===== config.mk =====
export PLATFORM = sky130hd
export DESIGN_NAME = uart_tx_feeder
export DESIGN_NICKNAME = d
export VERILOG_FILES = /design/src/rtl/uart_tx_feeder.sv
export SDC_FILE = /design/constraint.sdc
export NUM_CORES = 1
export LEC_CHECK = 0
export ABC_AREA = 1
export BUFFER_PORTS_ARGS = -buffer_cell sky130_fd_sc_hd__buf_2
export CAP_MARGIN = 20
export CORE_MARGIN = 4
export CORE_UTILIZATION = 50
export DETAILED_ROUTE_END_ITERATION = 8
export PLACE_DENSITY = 0.69
export SLEW_MARGIN = 20
export SYNTH_ARGS = -nofsm -noshare
export SYNTH_HDL_FRONTEND = slang
export SYNTH_SLANG_ARGS = --single-unit

===== constraint.sdc =====
create_clock -name clk_50m -period 3.49 [get_ports clk_50m]
set_clock_uncertainty 0.2 [all_clocks]
set_input_delay 0.1745 -clock clk_50m [delete_from_list [all_inputs] [get_ports clk_50m]]
set_output_delay 0.1745 -clock clk_50m [all_outputs]
set_load 0.05 [all_outputs]

===== src/rtl/uart_tx_feeder.sv =====
// Byte FIFO in front of the uart transmitter: accepts bytes over valid/ready and issues
// one registered wr_en/data_in load per byte whenever the transmitter reports idle.
module uart_tx_feeder #(
    parameter int unsigned DEPTH        = 16,
    parameter int unsigned ADDR_W       = 4,
    parameter int unsigned BUSY_TIMEOUT = 4
) (
    input  logic              clk_50m,
    input  logic              rst,
    input  logic [7:0]        s_data,
    input  logic              s_valid,
    output logic              s_ready,
    output logic [7:0]        data_in,
    output logic              wr_en,
    input  logic              Tx_busy,
    output logic [ADDR_W:0]   count,
    output logic              empty,
    output logic              full,
    output logic              tx_err
);

    localparam int unsigned TW = $clog2(BUSY_TIMEOUT);
    localparam logic [TW-1:0] TimeoutLast = TW'(BUSY_TIMEOUT - 1);
    localparam logic [ADDR_W:0] CountFull = (ADDR_W + 1)'(DEPTH);

    typedef enum logic [1:0] {StIdle, StArm, StDrain} state_e;

    logic [7:0]        mem_q [DEPTH];
    logic [ADDR_W:0]   wr_ptr_q, wr_ptr_d;
    logic [ADDR_W:0]   rd_ptr_q, rd_ptr_d;
    logic [ADDR_W:0]   count_q, count_d;
    state_e            state_q, state_d;
    logic [7:0]        data_q, data_d;
    logic              wr_en_q, wr_en_d;
    logic [TW-1:0]     timer_q, timer_d;
    logic              err_q, err_d;
    logic              push, pop;

    assign empty   = (count_q == '0);
    assign full    = (count_q == CountFull);
    assign s_ready = !full;
    assign count   = count_q;
    assign data_in = data_q;
    assign wr_en   = wr_en_q;
    assign tx_err  = err_q;

    // A full FIFO refuses the push even when a pop happens in the same cycle.
    assign push = s_valid && !full;

    always_comb begin
        state_d = state_q;
        data_d  = data_q;
        wr_en_d = 1'b0;
        timer_d = timer_q;
        err_d   = err_q;
        pop     = 1'b0;
        case (state_q)
            StIdle: begin
                if (!empty && !Tx_busy) begin
                    data_d  = mem_q[rd_ptr_q[ADDR_W-1:0]];
                    wr_en_d = 1'b1;
                    pop     = 1'b1;
                    timer_d = '0;
                    state_d = StArm;
                end
            end
            StArm: begin
                if (Tx_busy) begin
                    state_d = StDrain;
                end else if (timer_q == TimeoutLast) begin
                    // Transmitter never acknowledged the load; the byte is treated as consumed.
                    err_d   = 1'b1;
                    state_d = StIdle;
                end else begin
                    timer_d = timer_q + 1'b1;
                end
            end
            StDrain: begin
                if (!Tx_busy) begin
                    state_d = StIdle;
                end
            end
            default: state_d = StIdle;
        endcase

        wr_ptr_d = push ? wr_ptr_q + 1'b1 : wr_ptr_q;
        rd_ptr_d = pop ? rd_ptr_q + 1'b1 : rd_ptr_q;
        case ({push, pop})
            2'b10:   count_d = count_q + 1'b1;
            2'b01:   count_d = count_q - 1'b1;
            default: count_d = count_q;
        endcase
    end

    always_ff @(posedge clk_50m) begin
        if (rst) begin
            wr_ptr_q <= '0;
            rd_ptr_q <= '0;
            count_q  <= '0;
            state_q  <= StIdle;
            data_q   <= 8'h00;
            wr_en_q  <= 1'b0;
            timer_q  <= '0;
            err_q    <= 1'b0;
        end else begin
            wr_ptr_q <= wr_ptr_d;
            rd_ptr_q <= rd_ptr_d;
            count_q  <= count_d;
            state_q  <= state_d;
            data_q   <= data_d;
            wr_en_q  <= wr_en_d;
            timer_q  <= timer_d;
            err_q    <= err_d;
        end
    end

    always_ff @(posedge clk_50m) begin
        if (!rst && push) begin
            mem_q[wr_ptr_q[ADDR_W-1:0]] <= s_data;
        end
    end

endmodule


* Yosys cells after proc, flatten, opt, wreduce, memory -nomap -nowiden
Memory sizes are Yosys's and may differ from the RTL's. A register that Yosys moved wholly into a read port is not among the register bits. Index checks and enable logic that the tools add are counted.
Cells by class: $add $sub $neg 5, multipliers 0, div/mod/pow operators 0, order comparisons 0, eq/ne operators 11, shifts and indexed selects 0, mux-type cells 14, bitwise logic cells 1, reductions and logical operators 15
Operators with widths (number):
- adder 5 x 1 -> 5 bit, second input constant | 3
- two-way mux 2 bit | 7
- case mux 5 bit (2 select lines) | 1
- inequality test 2 bit, second input constant | 4
- equality test 2 bit, second input constant | 3
- case mux 2 bit (3 select lines) | 1
- AND reduction 3 bit | 2
- equality test 5 bit, second input constant | 1
- zero test 5 bit | 1
- subtractor 5 x 1 -> 5 bit, second input constant | 1
- equality test 2 x 1 -> 1 bit, second input constant | 2
- zero test 1 bit | 4
- two-way mux 1 bit | 4
- case mux 2 bit (2 select lines) | 1
- AND reduction 4 bit | 1
- nonzero test 2 bit | 2
- logical AND 1 bit | 3
- inequality test 3 bit, second input constant | 1
- adder 2 x 1 -> 2 bit, second input constant | 1
- zero test 2 bit | 1
- AND reduction 2 bit | 1
- inverter 1 bit | 1
Storage, ports and cells: register bits 21, bits in latches 0, RAM bits 128, memory bits (read-only) 0, input bits 12, output and inout bits 18, word-level logic and storage cells 54, memories 1
Memory list:
- mem_q | depth 16, width 8, read ports 1, clocked after memory_dff 1, wr ports 1, RTL line 28 | logic [7:0] mem_q [DEPTH];

* Depth between registers and ports, before layout
Gate-level depths: netlist of the first run.
word-level depth 7, gate-level depth with buffers 12, depth with buffers taken out 11

* Worst setup path after synthesis of the first run
No wires, ideal clock.
path kind register to register, start reg count_q[4] (netlist: count[4]), end reg count_q[3] (netlist: count[3]), library setup time 115 ps, arrival time 2508 ps, data required time 3175 ps, path slack 666 ps, cell stages (with the launch flop) 10, path buffers 0, period minus slack after synthesis 2824 ps, cells stage by stage dfxtp_1 -> nand4_2 -> nand2_4 -> ha_1 -> ha_1 -> a21oi_1 -> nand2_1 -> xor2_1 -> o21ai_0 -> inv_1
On the way: elaborated cells on any way between the ends 12, those cells by class 3 x eq/ne; 3 x mux; 6 x reduce/logical
RTL lines:
- from (decl) | RTL line 31 | logic [ADDR_W:0] count_q, count_d;
- from (signal assigned) | RTL line 108 | count_q <= count_d;
- equality test 5 bit * | RTL line 40 | assign full = (count_q == CountFull);
- zero test 1 bit *
- via s_ready | RTL line 12 | output logic s_ready,
- logical AND 1 bit * | RTL line 48 | assign push = s_valid && !full;
- equality test 2 x 1 -> 1 bit / equality test 2 bit (equally long branches) | RTL line 88 | case ({push, pop})
- case mux 5 bit (2 select lines) / nonzero test 2 bit (equally long branches)
The timed path passes the listed nets; every way through them passes the cells marked *. A chain may end at the register's enable or synchronous reset.

* Final worst setup path of the first run
start reg count_q[1] (netlist: count[1]), end reg count_q[3] (netlist: count[3])
On the way: cells in the longest elaborated chain, start to end 7, elaborated cells on any way between the ends 14, those cells by class 2 x add/sub; 3 x eq/ne; 3 x mux; 6 x reduce/logical
Ends and longest elaborated chain:
- zero test 5 bit | RTL line 39 | assign empty = (count_q == '0);
- zero test 1 bit | RTL line 59 | if (!empty && !Tx_busy) begin
- logical AND 1 bit | RTL line 59
- two-way mux 1 bit | RTL line 59
- two-way mux 1 bit | RTL line 57 | case (state_q)
- equality test 2 x 1 -> 1 bit / equality test 2 bit (equally long branches) | RTL line 88
- case mux 5 bit (2 select lines) / nonzero test 2 bit (equally long branches)
Parallel ways exist; a longest one is shown, timed or not.

==> results_dict.tcl, run 1 <==
set metrics [dict create \
    status "completed" \
    cp_data_required_time_ps 3600 \
    rsz0062_at_grt "false" \
    drt_iter0_markers 465 \
    slew_violations 0 \
    hold_viol 0 \
    critPathMaxFanout 20 \
    die_w_um 125 \
    gp_congestion 0.948 \
    cts.sink_count 155 \
    drc 0 \
    via_per_inst 5.21 \
    die_area_um2 15700 \
    final_common_cell "nand2_1" \
    relSlewSlack 0.435 \
    dp_hpwl_um 9810 \
    totalWireLength_um 15400 \
    wire_per_inst_um 16.8 \
    power_w 0.00553 \
    grt_pass1_vias 4812 \
    syn-num-nets 713 \
    dr.pass1.iters 5 \
    synth_edf_count 128 \
    fin_util 0.579 \
    r2r_setup_slack_ps 830 \
    cts_buffer_depth 2 \
    clock_latency_ps 420 \
    layout_common_cells "nand2_1, edfxtp_1, nand3_1" \
    tightest_slew_ps 844 \
    drive_gt1_frac 0.113 \
    end_kind "flip-flop" \
    switching_share 0.362 \
    yosys_most_used_dff "edfxtp_1" \
    yosysWarnings 0 \
    reg2regPathDepth 11 \
    dr_total_vias 4776 \
    max-vdd-ir-drop_mv 0.467 \
    worstSetupPathType "flip-flop to flip-flop" \
    synth_cell_type_count 28 \
    nNetsFinal 751 \
    p_sw_w 0.00200 \
    min_path_type "primary input to flip-flop" \
    detail-route-antenna-nets 0 \
    htreeDepth 4 \
    cts_setup_buffers 0 \
    die_y_um 125 \
    core.rowCount 42 \
    ctsRootBufferMaster "clkbuf_16" \
    worstHoldStart "rst" \
    seq_area_frac_synth 0.639 \
    async_flop_share 0 \
    max_freq_ghz 0.376 \
    whs_path_depth 2 \
    finalSetupTns_ps 0 \
    numCtsBuffers 17 \
    cts_tree "yes" \
    combPwrFrac 0.301 \
    num_io_pins 30 \
    coreArea_um2 13300 \
    p_leak_nw 3.32 \
    area_growth_pct 12.7 \
    grt_use_total 0.207 \
    p_int_w 0.00353 \
    power_density_nw_per_um2 715 \
    start_kind "flip-flop" \
    grt_pass1_wl_um 25100 \
    synth-seq-cells 155 \
    synthCells 690 \
    grt_antenna_before_repair 0 \
    diodes 0 \
    reg2reg_to "count[3]" \
    grt_max_degree 66 \
    synth_area_um2 6860 \
    io_buffers 29 \
    seqPwrFrac 0.395 \
    fin_crit_sh 0.762 \
    cp.arrival_ps 2770 \
    clkPwrFrac 0.303 \
    max_cap_viol_count 0 \
    fillers 1139 \
    whs_endpoint "count[0]" \
    reg2reg_from "count[1]" \
    setup-violations-final 0 \
    overflow 0 \
    period_minus_slack_ps 2660 \
    avgSynthCellArea_um2 9.94 \
    start_util 0.514 \
    clk_pin_slew_ps 60 \
]
## layer usage
layer	share of wire	track usage
met1	0.40	0.261
met2	0.50	0.339
met3	0.068	0.0469
met4	0.030	0.0995
met5	0	0
## flip-flops by register name, summed over array words and instances (netlist names)
signal    count
tx_err        1
data_in       8
state_q       2
mem_q       128
timer_q       2
wr_ptr_q      4
rd_ptr_q      4
count         5
wr_en         1
## synth_stat cells (2+ instances only)
cell / instances / share of area
nand2_4: 3 / 0.0049
buf_2: 14 / 0.010
clkbuf_1: 3 / 0.0016
nor2_1: 33 / 0.018
ha_1: 10 / 0.018
nand4_2: 2 / 0.0036
nand2_1: 221 / 0.12
a21oi_1: 15 / 0.011
nor3_1: 10 / 0.0073
nor2_2: 2 / 0.0018
nand3_1: 95 / 0.069
inv_2: 5 / 0.0027
buf_6: 11 / 0.018
xnor2_1: 2 / 0.0026
xor2_1: 3 / 0.0038
buf_4: 2 / 0.0022
dfxtp_1: 27 / 0.079
o21ai_0: 7 / 0.0051
edfxtp_1: 128 / 0.56
inv_1: 89 / 0.049
## kinds of logic after synthesis
| family | share of synthesized area |
|---|---|
| AO/OA/AOI/OAI | 0.0184 |
| XOR/XNOR | 0.00638 |
| adder cells (fa/ha/maj) | 0.0212 |
| buffers and inverters | 0.0846 |
| flip-flops | 0.639 |
| AND/OR/NAND/NOR | 0.230 |
## critical path, cell delays in order, from the launching register on
cell     delay [ps]
dfxtp_1         400
inv_1           110
nand4_2         140
nand2_4          90
inv_2           260
ha_1            360
ha_1            330
a21oi_1         180
nand2_1         100
xor2_1          160
o21ai_0         160
inv_1            50
## final cells by class
type | count | area (um^2) | area share
Sequential cell | 155 | 4390 | 0.567
Multi-Input combinational cell | 409 | 1900 | 0.245
Clock buffer | 19 | 433 | 0.0560
Inverter | 95 | 357 | 0.0461
Timing Repair Buffer | 50 | 340 | 0.0440
Tap cell | 176 | 220 | 0.0285
Clock inverter | 13 | 104 | 0.0134
## worst max-delay path by stage
stage | startpoint | endpoint | cells past startpoint
after floorplan | count[4] | count[3] | 9
after global placement | count[0] | count[3] | 11
after detailed placement | count[1] | count[3] | 11
after CTS | count[1] | count[3] | 11
after global routing | count[1] | count[3] | 11
final | count[1] | count[3] | 11
## power by group through the flow
stage                     Clock [W]  Sequential, W  Combinational (W)
after global routing        0.00178        0.00220            0.00184
final                       0.00168        0.00219            0.00167
after CTS                   0.00170        0.00219            0.00167
after global placement            0        0.00222            0.00160
after floorplan                   0        0.00244            0.00112
after detailed placement          0        0.00222            0.00165
## stage by stage
step | hold slack (ps) | cells | cell area, um^2 | setup slack, ps
finish | 17.2 | 917 | 7730 | 831
floorplan | 73.4 | 690 | 6860 | 666
global placement | 235 | 874 | 7080 | 992
global route | 59.3 | 917 | 7730 | 660
detailed placement | 242 | 875 | 7100 | 876
CTS | 2.93 | 917 | 7730 | 871
## what timing repair did
action / in CTS / in global routing
setup endpoints to repair: 0 / 0
hold buffers: 10 / 0
endpoints found under the hold margin: 131 / 0
resized for setup: 0 / 0
(Power assumes the default switching activity.)
==> run 2, diff against run 1 <==
clock period = 2.45 ns   (was 3.49 ns; I/O delays follow)
==> run 2 against run 1 <==
  * Power up 47%
  * Design area grew 2.8%
  * Fmax rose by 18%
  * Count of clock-buffer cells in the layout up 2
  * Sequential power grew 43%
  * Critical endpoint is now count[4]
  * Via count increased by 1.1%
  * Cell count increased by 1.7%
  * Sequential share of layout area fell by 1.5 points
  * Non-clock buffer count is 16 higher
  * Global-route usage decreased by 0.33 points
  * Core utilization is 1.6 points higher
==> results_dict.tcl, run 2 (same netlist as run 1, synthesis figures left out) <==
set metrics [dict create \
    min_path_type "flip-flop to flip-flop" \
    pre_cts_ws_ps 82.7 \
    tightest_slew_ps 680 \
    critPathMaxFanout 5 \
    cts.sink_count 155 \
    drt_iter0_markers 428 \
    power_w 0.00816 \
    setup-violations-final 0 \
    end_kind "flip-flop" \
    nNetsFinal 767 \
    grt_max_degree 35 \
    via_per_inst 5.18 \
    relSlewSlack 0.546 \
    die_w_um 125 \
    cts_tree "yes" \
    critPathLaunch "count[2]" \
    drc 0 \
    top_layer "met4" \
    max-vdd-ir-drop_mv 0.846 \
    grt_pass1_wl_um 24500 \
    whs_ps 249 \
    die_area_um2 15700 \
    overflow 0 \
    slowest_stage "fa_1" \
    power_density_nw_per_um2 1030 \
    fin_crit_sh 0.923 \
    p_leak_nw 3.44 \
    start_util 0.514 \
    clock_latency_ps 420 \
    final_common_cell "nand2_1" \
    clk_pin_slew_ps 60 \
    detail-route-antenna-nets 0 \
    crit_family "adder cells" \
    hold_viol 0 \
    coreArea_um2 13300 \
    fin_ws_ps 187 \
    grt_antenna_before_repair 0 \
    largest_reg_flops 128 \
    cp_data_required_time_ps 2600 \
    layout_common_cells "nand2_1, edfxtp_1, nand3_1" \
    htreeDepth 4 \
    totalWireLength_um 15300 \
    slew_violations 0 \
    wl_met1_um 6350 \
    dp_hpwl_um 9400 \
    fin_util 0.596 \
    grt_pass1_vias 4781 \
    worstHoldStart "tx_err" \
    rsz0062_at_grt "false" \
    drive_gt1_frac 0.144 \
    met3_length_um 778 \
    area_growth_pct 16.0 \
    num_io_pins 30 \
    cts_buffer_depth 2 \
    area.sequential_um2 4390 \
    wl_met2_um 7780 \
    crit_chain "inv_1, nand4_2, nand2_4, inv_2, ha_2, fa_1, nand3_1, nand2_1, xnor2_1, nand2_1, a21oi_1" \
    diodes 0 \
    finalSetupTns_ps 0 \
    fillers 1107 \
    cp_common_cell "nand2_1" \
    critPathMaxStageDelay_ps 410 \
    dr_total_vias 4829 \
    reg2reg_from "count[2]" \
    worstSetupPathType "flip-flop to flip-flop" \
    multi_input_area_um2 1940 \
    grt_use_total 0.203 \
    max_cap_viol_count 0 \
    cp.arrival_ps 2410 \
    path_buf_inv 2 \
    start_kind "flip-flop" \
    core.rowCount 42 \
    period_minus_slack_ps 2260 \
    die_y_um 125 \
    dr.pass1.iters 4 \
    gp_congestion 0.839 \
    io_buffers 29 \
    wire_per_inst_um 16.4 \
    ctsRootBufferMaster "clkbuf_16" \
    status "completed" \
    numCtsBuffers 17 \
    max_freq_ghz 0.442 \
]
==> run 2: metrics by stage <==
step / std cells / instance area (um^2)
after global placement: 887 / 7200
final: 933 / 7960
after CTS: 931 / 7910
after detailed placement: 887 / 7200
after floorplan: 690 / 6880
after global routing: 933 / 7960
==> run 2: final timing paths <==
check / end / slack (ps) / depth (start not counted)
setup / recovery: count[4] / 190 / 11
hold / removal: tx_err / 250 / 2
setup reg to reg: count[4] / 190 / 11
hold reg to reg: tx_err / 250 / 2
==> run 2: routing by layer <==
| metal | vias up | track usage |
|---|---|---|
| li1 | 2355 | - |
| met1 | 2310 | 0.251 |
| met2 | 126 | 0.347 |
| met3 | 38 | 0.0478 |
| met4 | 0 | 0.0816 |
| met5 | - | 0 |
==> run 2: worst reg2reg max path, cell delays in order, from the launching register on <==
cell and delay (ps):
dfxtp_2 340, inv_1 150, nand4_2 170, nand2_4 120, inv_2 40, ha_2 230, fa_1 410, nand3_1 110
nand2_1 100, xnor2_1 150, nand2_1 70, a21oi_1 110
==> run 2: timing repair <==
item / 4_1_cts / 5_1_grt
hold buffers: 12 / 0
hold endpoints to repair: 141 / 0
resized for setup: 0 / 3
buffers inserted: 0 / 2
setup endpoints to repair: 0 / 2
==> run 2: area by class of cell <==
| type | instances | area share |
|---|---|---|
| clock buffers | 21 | 0.0604 |
| flip-flops and latches | 155 | 0.552 |
| clock inverters | 11 | 0.0146 |
| well taps | 176 | 0.0277 |
| multi-input cells | 409 | 0.243 |
| inverters | 95 | 0.0448 |
| repair buffers | 66 | 0.0569 |
==> run 2: where the power goes <==
group / switching [W] / internal [W] / leakage [nW] / total, W
registers: 0.000121 / 0.00301 / 1.38 / 0.00313
clock network: 0.00101 / 0.00160 / 0.293 / 0.00261
logic: 0.00170 / 0.000708 / 1.77 / 0.00241
total: 0.00283 / 0.00532 / 3.44 / 0.00816
==> run 3, diff against run 2 <==
PLACE_DENSITY = 0.71   (was 0.69)
clock period = 2 ns   (was 2.45 ns; I/O delays follow)
==> run 3 against run 2 <==
  * The flow now finishes with violations (negative setup slack)
  * Flip-flop and latch count is the same
  * Clock power grew 18%
  * Via count grew 1.9%
  * First-iteration DRC count grew 9.6%
  * Critical path depth shrank 1
  * Critical path type unchanged
  * Critical endpoint is now count[2]
  * Largest power group unchanged
==> results_dict.tcl, run 3 (same netlist as run 1, synthesis figures left out) <==
set metrics [dict create \
    status "finished, violations left" \
    failed_checks "negative setup slack" \
    dr.pass1.iters 5 \
    max-vdd-ir-drop_mv 0.708 \
    clock_latency_ps 430 \
    area_growth_pct 19.6 \
    drt_iter0_markers 469 \
    grt_max_degree 32 \
    critPathMaxFanout 5 \
    grt_use_total 0.207 \
    cts_tree "yes" \
    die_area_um2 15700 \
    gp_congestion 0.871 \
    pre_cts_ws_ps -73.5 \
    dp_hpwl_um 10300 \
    worstHoldStart "tx_err" \
    num_io_pins 30 \
    dr_total_vias 4923 \
    cts.sink_count 155 \
    grt_pass1_wl_um 25000 \
    end_kind "flip-flop" \
    ctsRootBufferMaster "clkbuf_16" \
    cp_data_required_time_ps 2120 \
    fin_crit_sh 1.04 \
    critPathLaunch "count[3]" \
    fillers 1057 \
    overflow 0 \
    setup-violations-final 2 \
    layout_common_cells "nand2_1, edfxtp_1, nand3_1" \
    reg2regPathDepth 10 \
    placed_area_um2 7480 \
    power_density_nw_per_um2 1250 \
    fin_ws_ps -70.6 \
    io_buffers 29 \
    hold_viol 0 \
    relSlewSlack 0.695 \
    coreArea_um2 13300 \
    cp.arrival_ps 2190 \
    clkPwrFrac 0.301 \
    numCtsBuffers 17 \
    reg2reg_to "count[2]" \
    final_common_cell "nand2_1" \
    power_w 0.0103 \
    start_kind "flip-flop" \
    grt_antenna_before_repair 0 \
    finalSetupTns_ps -124 \
    final_area_um2 8210 \
    p_int_w 0.00663 \
    die_w_um 125 \
    combPwrFrac 0.325 \
    via_per_inst 5.22 \
    max_cap_viol_count 0 \
    r2r_setup_slack_ps -70 \
    diodes 0 \
    htreeDepth 4 \
    switching_share 0.354 \
    reg2reg_from "count[3]" \
    period_minus_slack_ps 2070 \
    totalWireLength_um 15700 \
    drc 0 \
    largest_reg_flops 128 \
    tightest_slew_ps 456 \
    p_leak_nw 3.53 \
    worstSetupPathType "flip-flop to flip-flop" \
    min_path_type "flip-flop to flip-flop" \
    max_freq_ghz 0.483 \
    whs_ps 252 \
    core.rowCount 42 \
    p_sw_w 0.00364 \
    seqPwrFrac 0.374 \
    die_y_um 125 \
    slew_violations 0 \
    wire_per_inst_um 16.7 \
    grt_pass1_vias 4931 \
    rsz0062_at_grt "true" \
    whs_endpoint "tx_err" \
    whs_path_depth 2 \
    clk_pin_slew_ps 60 \
    nNetsFinal 777 \
    cts_buffer_depth 2 \
    drive_gt1_frac 0.183 \
    detail-route-antenna-nets 0 \
    start_util 0.514 \
]
run 3: changes by cell type in the layout (fill, tap and decap cells not counted), sizes merged:
| cell | before | now |
|---|---|---|
| buf | 54 | 64 |
| clkbuf | 21 | 17 |
| clkinv | 7 | 11 |
run 3: final cells by class:
| type | count | area, um^2 | share of cell area |
|---|---|---|---|
| Clock inverter | 15 | 150 | 0.0183 |
| Multi-Input combinational cell | 409 | 2070 | 0.252 |
| Clock buffer | 17 | 425 | 0.0518 |
| Sequential cell | 155 | 4400 | 0.537 |
| Tap cell | 176 | 220 | 0.0268 |
| Timing Repair Buffer | 76 | 578 | 0.0704 |
| Inverter | 95 | 359 | 0.0437 |
run 3: power by group through the flow:
stage	Clock [W]	Combinational, W	Sequential [W]
after floorplan	0	0.00207	0.00429
after global placement	0	0.00315	0.00389
after detailed placement	0	0.00324	0.00391
after CTS	0.00314	0.00331	0.00384
after global routing	0.00328	0.00363	0.00386
final	0.00309	0.00333	0.00384
run 3: critical path: stages (launching register included):
cell     delay [ps]
dfxtp_4         350
nor2_4          160
nand4_4         120
nand2_4         100
inv_4            40
ha_4            190
fa_2            380
buf_4           140
xor2_1          130
o21ai_1         110
inv_1            40
run 3: timing repair:
item / CTS / global route
endpoints found under the hold margin: 142 / 0
pin swaps: 11 / 8
resized for setup: 2 / 3
hold buffers: 12 / 0
setup buffers: 2 / 0
setup endpoints to repair: 2 / 4
run 3: how the worst max path moves through the flow:
| stage | end | slack, ps |
|---|---|---|
| finish | count[2] | -70 |
| global route | count[4] | -150 |
| CTS | count[2] | -40 |
| detailed placement | count[4] | -70 |
| global placement | count[4] | -30 |
| floorplan | count[4] | -210 |
run 3: layer usage:
metal	wire, um	GRT usage	up-vias
li1	-	-	2368
met1	6270	0.246	2354
met2	8190	0.361	166
met3	905	0.0473	35
met4	371	0.0874	0
met5	0	0	-
run 3: stage by stage:
stage,utilization,cells
global placement,0.560,897
CTS,0.614,943
detailed placement,0.560,897
global route,0.615,943
floorplan,-,690
finish,0.615,943
